## src/rtl/clock_disp_pkg.sv

```systemverilog
// clock_disp_pkg: shared display-scan constants, index-width helper and update FSM states
package clock_disp_pkg;
    localparam int NUM_DIGITS_DEF = 6;
    localparam logic [3:0] BCD_MAX = 4'd9;
    typedef enum logic [0:0] {IDLE = 1'b0, PENDING = 1'b1} upd_state_t;
    function automatic int idx_w(input int n);
        return (n > 1) ? $clog2(n) : 1;
    endfunction
endpackage

```

## src/rtl/scan_timer.sv

```systemverilog
// scan_timer: slot counter, digit index, frame pulse and blink phase; in clk/reset_n, out cnt/idx/at_start/frame_start/blink_on
module scan_timer
    import clock_disp_pkg::*;
#(
    parameter int NUM_DIGITS   = NUM_DIGITS_DEF,
    parameter int SLOT_CYCLES  = 5000,
    parameter int BLINK_FRAMES = 64,
    localparam int IW = idx_w(NUM_DIGITS),
    localparam int CW = idx_w(SLOT_CYCLES)
) (
    input  logic          clk,
    input  logic          reset_n,
    output logic [CW-1:0] cnt,
    output logic [IW-1:0] idx,
    output logic          at_start,
    output logic          frame_start,
    output logic          blink_on
);
    localparam int FW = idx_w(BLINK_FRAMES);
    logic [FW-1:0] fcnt;
    logic slot_end, idx_end, fcnt_end;
    assign slot_end = cnt == CW'(SLOT_CYCLES - 1);
    assign idx_end  = idx == IW'(NUM_DIGITS - 1);
    assign fcnt_end = fcnt == FW'(BLINK_FRAMES - 1);
    assign at_start = cnt == '0 && idx == '0;
    always_ff @(posedge clk or negedge reset_n) begin
        if (!reset_n) begin
            cnt         <= '0;
            idx         <= '0;
            fcnt        <= '0;
            blink_on    <= 1'b1;
            frame_start <= 1'b0;
        end else begin
            cnt <= slot_end ? '0 : cnt + 1'b1;
            if (slot_end)
                idx <= idx_end ? '0 : idx + 1'b1;
            if (slot_end && idx_end) begin
                fcnt     <= fcnt_end ? '0 : fcnt + 1'b1;
                blink_on <= blink_on ^ fcnt_end;
            end
            frame_start <= at_start;
        end
    end
endmodule

```

## src/rtl/display_scan_controller.sv

```systemverilog
// display_scan_controller: frame buffer + update handshake + digit mux/enables for a shared BCD decoder; in upd_valid/upd_digits/blank_mask/blink_mask, out upd_ready/bcd_out/dec_reset/digit_sel_n/frame_start/bcd_err
module display_scan_controller
    import clock_disp_pkg::*;
#(
    parameter int NUM_DIGITS   = NUM_DIGITS_DEF,
    parameter int SLOT_CYCLES  = 5000,
    parameter int GUARD_CYCLES = 50,
    parameter int BLINK_FRAMES = 64
) (
    input  logic                    clk,
    input  logic                    reset_n,
    input  logic                    upd_valid,
    output logic                    upd_ready,
    input  logic [4*NUM_DIGITS-1:0] upd_digits,
    input  logic [NUM_DIGITS-1:0]   blank_mask,
    input  logic [NUM_DIGITS-1:0]   blink_mask,
    output logic [3:0]              bcd_out,
    output logic                    dec_reset,
    output logic [NUM_DIGITS-1:0]   digit_sel_n,
    output logic                    frame_start,
    output logic                    bcd_err
);
    localparam int IW = idx_w(NUM_DIGITS);
    localparam int CW = idx_w(SLOT_CYCLES);
    upd_state_t state;
    logic [4*NUM_DIGITS-1:0] pend, fb, fb_nx;
    logic [CW-1:0] cnt;
    logic [IW-1:0] idx;
    logic at_start, blink_on, copy, bad, lit;
    scan_timer #(
        .NUM_DIGITS  (NUM_DIGITS),
        .SLOT_CYCLES (SLOT_CYCLES),
        .BLINK_FRAMES(BLINK_FRAMES)
    ) u_timer (
        .clk        (clk),
        .reset_n    (reset_n),
        .cnt        (cnt),
        .idx        (idx),
        .at_start   (at_start),
        .frame_start(frame_start),
        .blink_on   (blink_on)
    );
    always_comb begin
        bad = 1'b0;
        for (int i = 0; i < NUM_DIGITS; i++)
            bad = bad | (upd_digits[4*i +: 4] > BCD_MAX);
    end
    assign upd_ready = state == IDLE;
    // the copy edge is the one that loads digit 0 of the new frame, so bypass pend into bcd_out
    assign copy  = state == PENDING && at_start;
    assign fb_nx = copy ? pend : fb;
    assign lit   = cnt >= CW'(GUARD_CYCLES) && !blank_mask[idx] && (!blink_mask[idx] || blink_on);
    always_ff @(posedge clk or negedge reset_n) begin
        if (!reset_n) begin
            state       <= IDLE;
            pend        <= '0;
            fb          <= '0;
            bcd_err     <= 1'b0;
            bcd_out     <= '0;
            dec_reset   <= 1'b1;
            digit_sel_n <= '1;
        end else begin
            fb          <= fb_nx;
            bcd_out     <= fb_nx[{idx, 2'b00} +: 4];
            dec_reset   <= 1'b0;
            digit_sel_n <= ~(NUM_DIGITS'(lit) << idx);
            if (copy)
                state <= IDLE;
            else if (upd_valid && upd_ready) begin
                pend    <= upd_digits;
                state   <= PENDING;
                bcd_err <= bcd_err | bad;
            end
        end
    end
endmodule

```

## config.mk

```make
export PLATFORM = sky130hd
export DESIGN_NAME = display_scan_controller
export DESIGN_NICKNAME = d
export VERILOG_FILES = /design/src/rtl/clock_disp_pkg.sv /design/src/rtl/scan_timer.sv /design/src/rtl/display_scan_controller.sv
export SDC_FILE = /design/constraint.sdc
export NUM_CORES = 1
export LEC_CHECK = 0
export BUFFER_PORTS_ARGS = -buffer_cell sky130_fd_sc_hd__buf_2
export CORE_UTILIZATION = 57
export CTS_CLUSTER_DIAMETER = 30
export DETAILED_ROUTE_END_ITERATION = 7
export PLACE_DENSITY_LB_ADDON = 0.12
export SKIP_LAST_GASP = 1
export SLEW_MARGIN = 5
export SYNTH_ARGS = -nofsm -noshare
export SYNTH_HDL_FRONTEND = slang
export SYNTH_HIERARCHICAL = 1
export SYNTH_SLANG_ARGS = --single-unit
export TNS_END_PERCENT = 100
```

## constraint.sdc

```tcl
create_clock -name clk -period 3.1 [get_ports clk]
set_input_delay 0.465 -clock clk [delete_from_list [all_inputs] [get_ports clk]]
set_output_delay 0.465 -clock clk [all_outputs]
set_load 0.05 [all_outputs]
```

==> impl_metrics.py, run 1 <==
metrics = {
    "run_status": {
        "status": "complete, but fails checks",
        "violations": "design-rule violations",
    },
    "synth": {
        "synth_top_area_share": 0.503,
        "synth_cell_types": 54,
        "netlist_top_cells_count": "dfrtp_1 (77), mux2_1 (41), nand2_1 (14)",
        "synth_fp_nets": 336,
        "synth_warnings": 6,
        "synth-edff-count": 0,
        "synth_top_cell_by_area": "dfrtp_1",
        "syn_area_mm2": 0.00383,
        "ys_seq_area_frac": 0.557,
        "synth_cells": 294,
        "yosysMostFrequentCell": "dfrtp_1",
        "synth_area_leaders": "dfrtp_1 (50%), mux2_1 (12%), dfstp_2 (5.5%)",
        "ys_async_sr_fraction": 1.00,
        "synth-seq-cells": 85,
        "synth_flop_cell": "dfrtp_1",
        "syn_area_per_cell_um2": 13.0,
    },
    "floorplanning": {
        "dieArea_mm2": 0.00706,
        "io_pins": 53,
        "rows": 29,
        "die_x_um": 84.0,
        "die_h_um": 84.0,
        "core_area_mm2": 0.00642,
        "start_util": 0.597,
    },
    "routing": {
        "drt_iter0_drc": 129,
        "route.detailed.drc": 12,
        "finalWirelength_mm": 7.38,
        "routedWlPerCell_um": 17.0,
        "vias_per_cell": 5.93,
        "first_pass_iters": 7,
        "drtAntennaViolNets": 0,
        "vias": 2566,
    },
    "grt": {
        "grt-ovfl-total": 0,
        "grt_pass1_wl_mm": 12.9,
        "antenna_found_initial": 0,
        "grt_max_degree": 86,
        "grt-busiest-layer": "met2",
        "grtUsageMet1": 0.353,
        "grtUsageTotal": 0.239,
        "grt_use_met3": 0.0376,
        "met2_usage": 0.359,
        "grt_pass1_vias": 2619,
    },
    "placed_design": {
        "dpl-instance-area_mm2": 0.00417,
        "gp_congestion": 0.805,
        "hpwlAfterDp_mm": 5.07,
        "portBuffers": 52,
    },
    "critical_path": {
        "cp-start-kind": "flop",
        "criticalPathCategory": "reg -> reg",
        "crit_start": "u_timer/cnt[4]$_DFF_PN0_",
        "r2r_start": "u_timer/cnt[4]$_DFF_PN0_",
        "required_ns": 3.31,
        "critPathCaptureType": "flop",
        "crit_fanout": 31,
        "worstPathArrival_ns": 3.04,
    },
    "timing": {
        "hold_viol": 0,
        "setup_viol": 0,
        "hold_ws_ns": 0.280,
        "tightest_slew_ns": 1.03,
        "rsz0062_at_grt": "no",
        "fin_crit_ns": 2.82,
        "max_freq_mhz": 355,
        "skew_ns": 0.0129,
        "maxSlewViolCount": 0,
        "finalCritPeriodShare": 0.910,
        "tns_ns": 0,
        "maxSlewHeadroom": 0.312,
    },
    "finish": {
        "finalNetCount": 393,
        "final_area_mm2": 0.00439,
        "syn_to_final_growth_pct": 14.5,
        "drive_above_1_share": 0.301,
        "utilization": 0.684,
        "diodes": 0,
    },
    "pwr": {
        "p_comb_frac": 0.092,
        "p_leak_uw": 0.00207,
        "p_per_area_mw_per_mm2": 554,
        "p_total_uw": 2430,
        "power_report.internal_total_uw": 1830,
        "vdd_drop_max_v": 0.000316,
        "pwr-share-seq": 0.554,
        "switching_share": 0.249,
        "clockPowerShare": 0.355,
        "p_sw_uw": 606,
    },
    "clocking": {
        "cts_buffer_depth": 2,
        "cts_hold_buf": 0,
        "cts_setup_buffers": 0,
        "clk_latency_ns": 0.35,
        "path_clk_slew_ns": 0.09,
        "cts_max_level": 3,
        "clock_sinks": 85,
        "numCtsBuffers": 9,
        "cts_tree": "yes",
        "cts_root_buf": "clkbuf_8",
        "cts_resized": 0,
    },
    "flow_run": {
        "cap_violations": 0,
    },
    "hold_path": {
        "hold_path_class": "in -> async",
    },
}
==> cells by family (layout without fill, tap and decap cells) <==
kind of cell,count (synthesis),in the layout,synth area share
xor+xnor,13,13,0.0297
simple gates,81,81,0.131
flops,85,85,0.557
mux,54,54,0.176
other cells,1,1,0.000978
fa+ha+maj,3,3,0.00979
buf+inv,19,81,0.0255
compound gates,38,38,0.0695
==> flip-flops by register name, indices dropped and copies added (netlist names) <==
| signal | flops |
|---|---|
| u_timer/cnt | 13 |
| dec_reset | 1 |
| u_timer/blink_on | 1 |
| fb | 24 |
| state | 1 |
| pend | 24 |
| u_timer/frame_start | 1 |
| bcd_err | 1 |
| bcd_out | 4 |
| u_timer/idx | 3 |
| u_timer/fcnt | 6 |
| digit_sel_n | 6 |
==> final timing paths <==
path                                             to  slack, ns  depth (start not counted)
hold reg to reg                 bcd_err$_DFFE_PN0P_       0.48                          1
max in group asynchronous  u_timer/cnt[2]$_DFF_PN0_       2.14                          1
hold / removal                  pend[5]$_DFFE_PN0P_       0.28                          1
setup reg to reg               bcd_out[0]$_DFF_PN0_       0.28                          9
min in group clk               pend[12]$_DFFE_PN0P_       0.33                          2
setup / recovery               bcd_out[0]$_DFF_PN0_       0.28                          9
==> cell type report <==
| class | count | area (µm²) |
|---|---|---|
| clock buffer | 9 | 124 |
| clock inverter | 7 | 97.6 |
| timing repair buffer | 58 | 308 |
| inverter | 7 | 26.3 |
| tap | 77 | 96.3 |
| multi-input combinational | 190 | 1600 |
| fill | 502 | 2030 |
| sequential | 85 | 2140 |
==> per-stage QoR <==
step	cells	setup WS (ns)
6_report	433	0.279
2_1_floorplan	294	0.353
5_1_grt	433	0.0966
3_5_place_dp	417	0.294
4_1_cts	433	0.265
3_3_place_gp	417	0.398
==> metal layers <==
layer | up-vias | part of all wire
met5 | - | 0
li1 | 1188 | -
met4 | 0 | 0.012
met2 | 76 | 0.46
met1 | 1292 | 0.49
met3 | 10 | 0.039
==> critical path, stage by stage, from the launching register on <==
cell	delay, ns
dfrtp_1	0.42
or4_4	0.59
nor2_1	0.11
nand3_1	0.07
nor4_1	0.27
nand2_1	0.09
buf_4	0.27
mux2_1	0.38
a221oi_1	0.32
o221ai_1	0.17
==> cells in the final DEF, fill, tap and decap left out, types with 7 or more instances in the layout <==
master | netlist | layout
dfstp_2 | 8 | 8
nand4_1 | 7 | 7
o21ai_0 | 9 | 9
nand3_1 | 13 | 13
mux2_1 | 41 | 41
dfrtp_1 | 77 | 77
nand2_1 | 14 | 14
nor2_1 | 11 | 11
inv_1 | 7 | 7
mux2_2 | 7 | 7
xor2_1 | 7 | 7
clkbuf_8 | 0 | 9
buf_4 | 1 | 7
a221oi_1 | 7 | 7
buf_2 | 6 | 51
and3_1 | 8 | 8
==> power groups by stage <==
stage	registers (µW)	logic, µW	clock network [µW]
6_report	1350	223	862
3_3_place_gp	1360	218	0
4_1_cts	1350	229	878
3_5_place_dp	1370	227	0
2_1_floorplan	1340	137	0
5_1_grt	1360	251	924
(Power assumes the default switching activity.)
==> run 2: changes to the inputs <==
--- a/config.mk
+++ b/config.mk
@@ -7,6 +7,7 @@
 export LEC_CHECK = 0
 export BUFFER_PORTS_ARGS = -buffer_cell sky130_fd_sc_hd__buf_2
 export CORE_UTILIZATION = 57
+export CTS_BUF_LIST = sky130_fd_sc_hd__clkbuf_16
 export CTS_CLUSTER_DIAMETER = 30
 export DETAILED_ROUTE_END_ITERATION = 7
 export PLACE_DENSITY_LB_ADDON = 0.12
==> run 2 against run 1 <==
Net effect:
- the run still ends with design-rule violations left
- clock power grew 33%
- flip-flop and latch count did not move
- count of clock-buffer cells in the layout did not move
- via count about the same
- register-to-register slack got worse by 0.11 ns
- die area did not move
- utilization grew 1.8 points
- non-clock buffer count stayed put
- total power grew 12%
- sequential share of layout area shrank 1.2 points
- critical path type unchanged
==> impl_metrics.py, run 2 (synthesis gave the netlist of run 1 again) <==
metrics = {
    "run_status": {
        "status": "complete, but fails checks",
        "violations": "design-rule violations",
    },
    "clocking": {
        "clk_latency_ns": 0.34,
        "cts_max_level": 3,
        "path_clk_slew_ns": 0.07,
        "clock_sinks": 85,
        "cts_tree": "yes",
        "cts_buffer_depth": 2,
        "cts_hold_buf": 0,
        "cts_root_buf": "clkbuf_16",
        "numCtsBuffers": 9,
    },
    "timing": {
        "tightest_slew_ns": 1.03,
        "setup_viol": 0,
        "fin_crit_ns": 2.93,
        "finalCritPeriodShare": 0.944,
        "maxSlewViolCount": 0,
        "tns_ns": 0,
        "rsz0062_at_grt": "no",
        "max_freq_mhz": 342,
        "hold_viol": 0,
        "maxSlewHeadroom": 0.315,
        "hold_ws_ns": 0.297,
        "skew_ns": 0.00843,
    },
    "critical_path": {
        "path_cells": "or4_4 -> nor2_1 -> nand3_1 -> nor4_2 -> nand2_1 -> buf_4 -> mux2_1 -> a221oi_1 -> o221ai_1",
        "worstPathArrival_ns": 3.13,
        "criticalPathCategory": "reg -> reg",
        "r2r_start": "u_timer/cnt[4]$_DFF_PN0_",
        "reg2reg_setup_slack_ns": 0.17,
        "crit_path_top_delay_cell": "or4_4",
        "cp_top_family": "simple AND/OR/NAND/NOR gates",
        "critical_path.max_stage_delay_ns": 0.58,
        "crit_cells": 9,
        "crit_start": "u_timer/cnt[4]$_DFF_PN0_",
        "critPathCapture": "bcd_out[0]$_DFF_PN0_",
        "cp-start-kind": "flop",
        "critPathCaptureType": "flop",
        "reg2reg_depth": 9,
        "crit_buf_inv": 1,
        "required_ns": 3.30,
        "crit_fanout": 31,
        "reg2reg_to": "bcd_out[0]$_DFF_PN0_",
    },
    "routing": {
        "drt_iter0_drc": 164,
        "drtAntennaViolNets": 0,
        "first_pass_iters": 6,
        "route.detailed.drc": 11,
        "finalWirelength_mm": 7.57,
        "routedWlPerCell_um": 17.5,
        "vias_per_cell": 5.93,
        "vias": 2567,
    },
    "finish": {
        "finalNetCount": 393,
        "fillers": 474,
        "regArea_mm2": 0.00214,
        "multi_input_area_mm2": 0.00161,
        "diodes": 0,
        "syn_to_final_growth_pct": 17.5,
        "drive_above_1_share": 0.306,
        "final_common_cell": "dfrtp_1",
        "top_regs": "fb (24), pend (24), u_timer/cnt (13)",
        "final_cell_mix": "dfrtp_1 (77), buf_2 (51), mux2_1 (41)",
        "fin_cells": 433,
    },
    "floorplanning": {
        "rows": 29,
        "start_util": 0.597,
        "core_area_mm2": 0.00642,
        "die_x_um": 84.0,
        "die_h_um": 84.0,
        "dieArea_mm2": 0.00706,
        "io_pins": 53,
    },
    "hold_path": {
        "hold_path_class": "in -> async",
    },
    "grt": {
        "grtUsageTotal": 0.242,
        "antenna_found_initial": 0,
        "grt-ovfl-total": 0,
        "grt_max_degree": 86,
        "grt_pass1_wl_mm": 13.0,
        "grt_pass1_vias": 2605,
    },
    "pwr": {
        "p_leak_uw": 0.00212,
        "vdd_drop_max_v": 0.000332,
        "p_per_area_mw_per_mm2": 605,
    },
    "flow_run": {
        "cap_violations": 0,
    },
    "placed_design": {
        "portBuffers": 52,
        "gp_congestion": 0.805,
        "dpl.cell_count": 417,
        "hpwlAfterDp_mm": 5.07,
    },
}
-- run 2: how the worst min path moves through the flow --
stage | cells after the start | start | end
3_5_place_dp | 1 | bcd_err$_DFFE_PN0P_ | bcd_err$_DFFE_PN0P_
2_1_floorplan | 0 | reset_n | bcd_err$_DFFE_PN0P_
5_1_grt | 2 | upd_digits[16] | pend[16]$_DFFE_PN0P_
3_3_place_gp | 1 | bcd_err$_DFFE_PN0P_ | bcd_err$_DFFE_PN0P_
6_report | 1 | reset_n | pend[5]$_DFFE_PN0P_
4_1_cts | 2 | upd_digits[4] | pend[4]$_DFFE_PN0P_
-- run 2: layout make-up --
class,instances,share of cell area
sequential,85,0.474
multi-input combinational,190,0.358
timing repair buffer,58,0.0683
clock buffer,9,0.0500
clock inverter,7,0.0217
tap,77,0.0214
inverter,7,0.00583
-- run 2: report_power, final --
| group | switching, µW | internal, µW | leakage, µW | total, µW |
|---|---|---|---|---|
| Clock | 445 | 708 | 0.000152 | 1150 |
| Combinational | 105 | 119 | 0.000919 | 224 |
| Sequential | 94.7 | 1250 | 0.00105 | 1350 |
-- run 2: routing by layer --
metal | track usage | share of wire
met1 | 0.356 | 0.48
met2 | 0.365 | 0.46
met3 | 0.0356 | 0.040
met4 | 0.0987 | 0.019
met5 | 0 | 0
-- run 2: metrics by stage --
step / utilization / setup slack, ns / instance area, µm² / total power [µW]
2_1_floorplan: - / 0.353 / 3830 / 1470
3_3_place_gp: 0.649 / 0.398 / 4170 / 1580
3_5_place_dp: 0.649 / 0.294 / 4170 / 1590
4_1_cts: 0.699 / 0.169 / 4490 / 2740
5_1_grt: 0.701 / 0.0424 / 4500 / 2830
6_report: 0.701 / 0.172 / 4500 / 2730
-- run 2: timing repair --
| action | 4_1_cts | 5_1_grt |
|---|---|---|
| setup buffers | 0 | 0 |
| resized for setup | 0 | 2 |
| setup endpoints to repair | 0 | 1 |
-- run 2: worst register-to-register path, cell delays in order, from the launching register on --
cell and delay (ns):
dfrtp_1 0.41, or4_4 0.58, nor2_1 0.11, nand3_1 0.10
nor4_2 0.26, nand2_1 0.11, buf_4 0.27, mux2_1 0.38
a221oi_1 0.38, o221ai_1 0.19
==> run 3: changes to the inputs <==
--- a/config.mk
+++ b/config.mk
@@ -6,6 +6,7 @@
 export NUM_CORES = 1
 export LEC_CHECK = 0
 export BUFFER_PORTS_ARGS = -buffer_cell sky130_fd_sc_hd__buf_2
+export CORE_MARGIN = 2
 export CORE_UTILIZATION = 57
 export CTS_BUF_LIST = sky130_fd_sc_hd__clkbuf_16
 export CTS_CLUSTER_DIAMETER = 30
==> constraint.sdc (replaced) <==
create_clock -name clk -period 3.1 [get_ports clk]
set_input_delay 0.62 -clock clk [delete_from_list [all_inputs] [get_ports clk]]
set_output_delay 0.62 -clock clk [all_outputs]
set_load 0.05 [all_outputs]
==> run 3 against run 2 <==
Net effect:
- the run now ends clean
- setup slack improved by 0.069 ns
- critical path depth is the same
- final area decreased by 0.92%
- hold slack improved by 0.16 ns
- register-to-register slack better by 0.07 ns
- utilization is 0.64 points lower
- largest power group unchanged
==> impl_metrics.py, run 3 (synthesis gave the netlist of run 1 again) <==
metrics = {
    "finish": {
        "final_cell_mix": "dfrtp_1 (77), buf_2 (51), mux2_1 (41)",
        "utilization": 0.695,
        "regArea_mm2": 0.00214,
        "multi_input_area_mm2": 0.00161,
        "fin_cells": 433,
        "finalNetCount": 395,
        "top_regs": "fb (24), pend (24), u_timer/cnt (13)",
        "syn_to_final_growth_pct": 16.4,
        "final_area_mm2": 0.00446,
        "fillers": 472,
        "diodes": 0,
        "final_common_cell": "dfrtp_1",
        "drive_above_1_share": 0.295,
    },
    "hold_path": {
        "hold_path_class": "in -> async",
    },
    "routing": {
        "vias": 2549,
        "route.detailed.drc": 0,
        "drt_iter0_drc": 133,
        "first_pass_iters": 4,
        "vias_per_cell": 5.89,
        "routedWlPerCell_um": 17.2,
        "finalWirelength_mm": 7.45,
        "drtAntennaViolNets": 0,
    },
    "timing": {
        "skew_ns": 0.00545,
        "hold_viol": 0,
        "rsz0062_at_grt": "no",
        "tns_ns": 0,
        "max_freq_mhz": 350,
        "setup_viol": 0,
        "fin_crit_ns": 2.86,
        "tightest_slew_ns": 1.02,
        "maxSlewViolCount": 0,
        "finalCritPeriodShare": 0.922,
        "maxSlewHeadroom": 0.318,
    },
    "grt": {
        "grt-ovfl-total": 0,
        "grt_pass1_wl_mm": 12.5,
        "antenna_found_initial": 0,
        "grt_max_degree": 86,
        "grtUsageTotal": 0.222,
        "grt_pass1_vias": 2437,
    },
    "critical_path": {
        "crit_start": "u_timer/cnt[4]$_DFF_PN0_",
        "reg2reg_setup_slack_ns": 0.24,
        "worstPathArrival_ns": 3.07,
        "reg2reg_to": "bcd_out[3]$_DFF_PN0_",
        "critPathCaptureType": "flop",
        "reg2reg_depth": 9,
        "crit_fanout": 21,
        "criticalPathCategory": "reg -> reg",
        "cp-start-kind": "flop",
        "required_ns": 3.31,
        "r2r_start": "u_timer/cnt[4]$_DFF_PN0_",
    },
    "floorplanning": {
        "dieArea_mm2": 0.00740,
        "die_x_um": 86.0,
        "rows": 29,
        "die_h_um": 86.0,
        "io_pins": 53,
        "start_util": 0.597,
        "core_area_mm2": 0.00642,
    },
    "pwr": {
        "pwr-share-seq": 0.528,
        "switching_share": 0.231,
        "clockPowerShare": 0.385,
        "power_report.internal_total_uw": 1980,
        "p_comb_frac": 0.087,
        "vdd_drop_max_v": 0.000353,
        "p_leak_uw": 0.00211,
        "p_sw_uw": 592,
        "p_per_area_mw_per_mm2": 576,
    },
    "clocking": {
        "clock_sinks": 85,
        "cts_hold_buf": 0,
        "numCtsBuffers": 9,
        "path_clk_slew_ns": 0.06,
        "cts_root_buf": "clkbuf_16",
        "clk_latency_ns": 0.33,
        "cts_tree": "yes",
        "cts_buffer_depth": 2,
        "cts_max_level": 3,
    },
    "flow_run": {
        "cap_violations": 0,
    },
    "placed_design": {
        "gp_congestion": 0.805,
        "dpl.cell_count": 419,
        "portBuffers": 52,
        "hpwlAfterDp_mm": 5.18,
        "dpl-instance-area_mm2": 0.00418,
    },
    "run_status": {
        "status": "finished clean",
    },
}
## run 3: changes by cell type in the layout (fill, tap and decap cells not counted), sizes merged
cell,before,now
clkinv,2,3
buf,58,60
clkinvlp,2,0
bufinv,2,1
## run 3: critical path, stage by stage (launching register included)
cell and delay (ns):
dfrtp_1 0.41, or4_4 0.58, nor2_1 0.12, nand3_1 0.10
nor4_2 0.28, nand2_2 0.21, buf_4 0.28, mux2_1 0.35
a221oi_1 0.29, o21ai_1 0.11
## run 3: power groups by stage
stage | Sequential, µW | Clock, µW | Combinational (µW)
6_report | 1360 | 990 | 224
4_1_cts | 1350 | 1010 | 229
2_1_floorplan | 1340 | 0 | 137
3_3_place_gp | 1370 | 0 | 217
5_1_grt | 1370 | 1070 | 251
3_5_place_dp | 1370 | 0 | 226
## run 3: worst max-delay path by stage
stage                           endpoint  slack [ns]  cells past startpoint
floorplan           bcd_out[3]$_DFF_PN0_        0.35                      9
global placement    bcd_out[3]$_DFF_PN0_        0.25                      9
detailed placement  bcd_out[1]$_DFF_PN0_        0.11                      9
CTS                 bcd_out[1]$_DFF_PN0_        0.11                      9
global route        bcd_out[1]$_DFF_PN0_        0.05                      9
finish              bcd_out[3]$_DFF_PN0_        0.24                      9
## run 3: repair_timing
action	CTS	global route
setup endpoints to repair	0	3
setup buffers	0	0
resized for setup	0	2
## run 3: final cells by class
class	count	area share
Clock buffer	9	0.0505
Tap cell	77	0.0216
Inverter	7	0.00589
Timing Repair Buffer	60	0.0723
Clock inverter	5	0.0101
Sequential cell	85	0.479
Multi-Input combinational cell	190	0.361
## run 3: layer usage
layer	GRT usage	up-vias	part of all wire
met1	0.342	1285	0.50
li1	-	1198	-
met3	0.0366	8	0.049
met2	0.314	58	0.44
met5	0	-	0
met4	0.0866	0	0.012
## run 3: metrics by stage
stage	setup slack, ns	hold slack [ns]	power (µW)
floorplan	0.353	0.324	1470
global placement	0.251	0.452	1580
detailed placement	0.110	0.449	1600
CTS	0.105	0.471	2600
global route	0.0527	0.487	2690
finish	0.241	0.454	2570
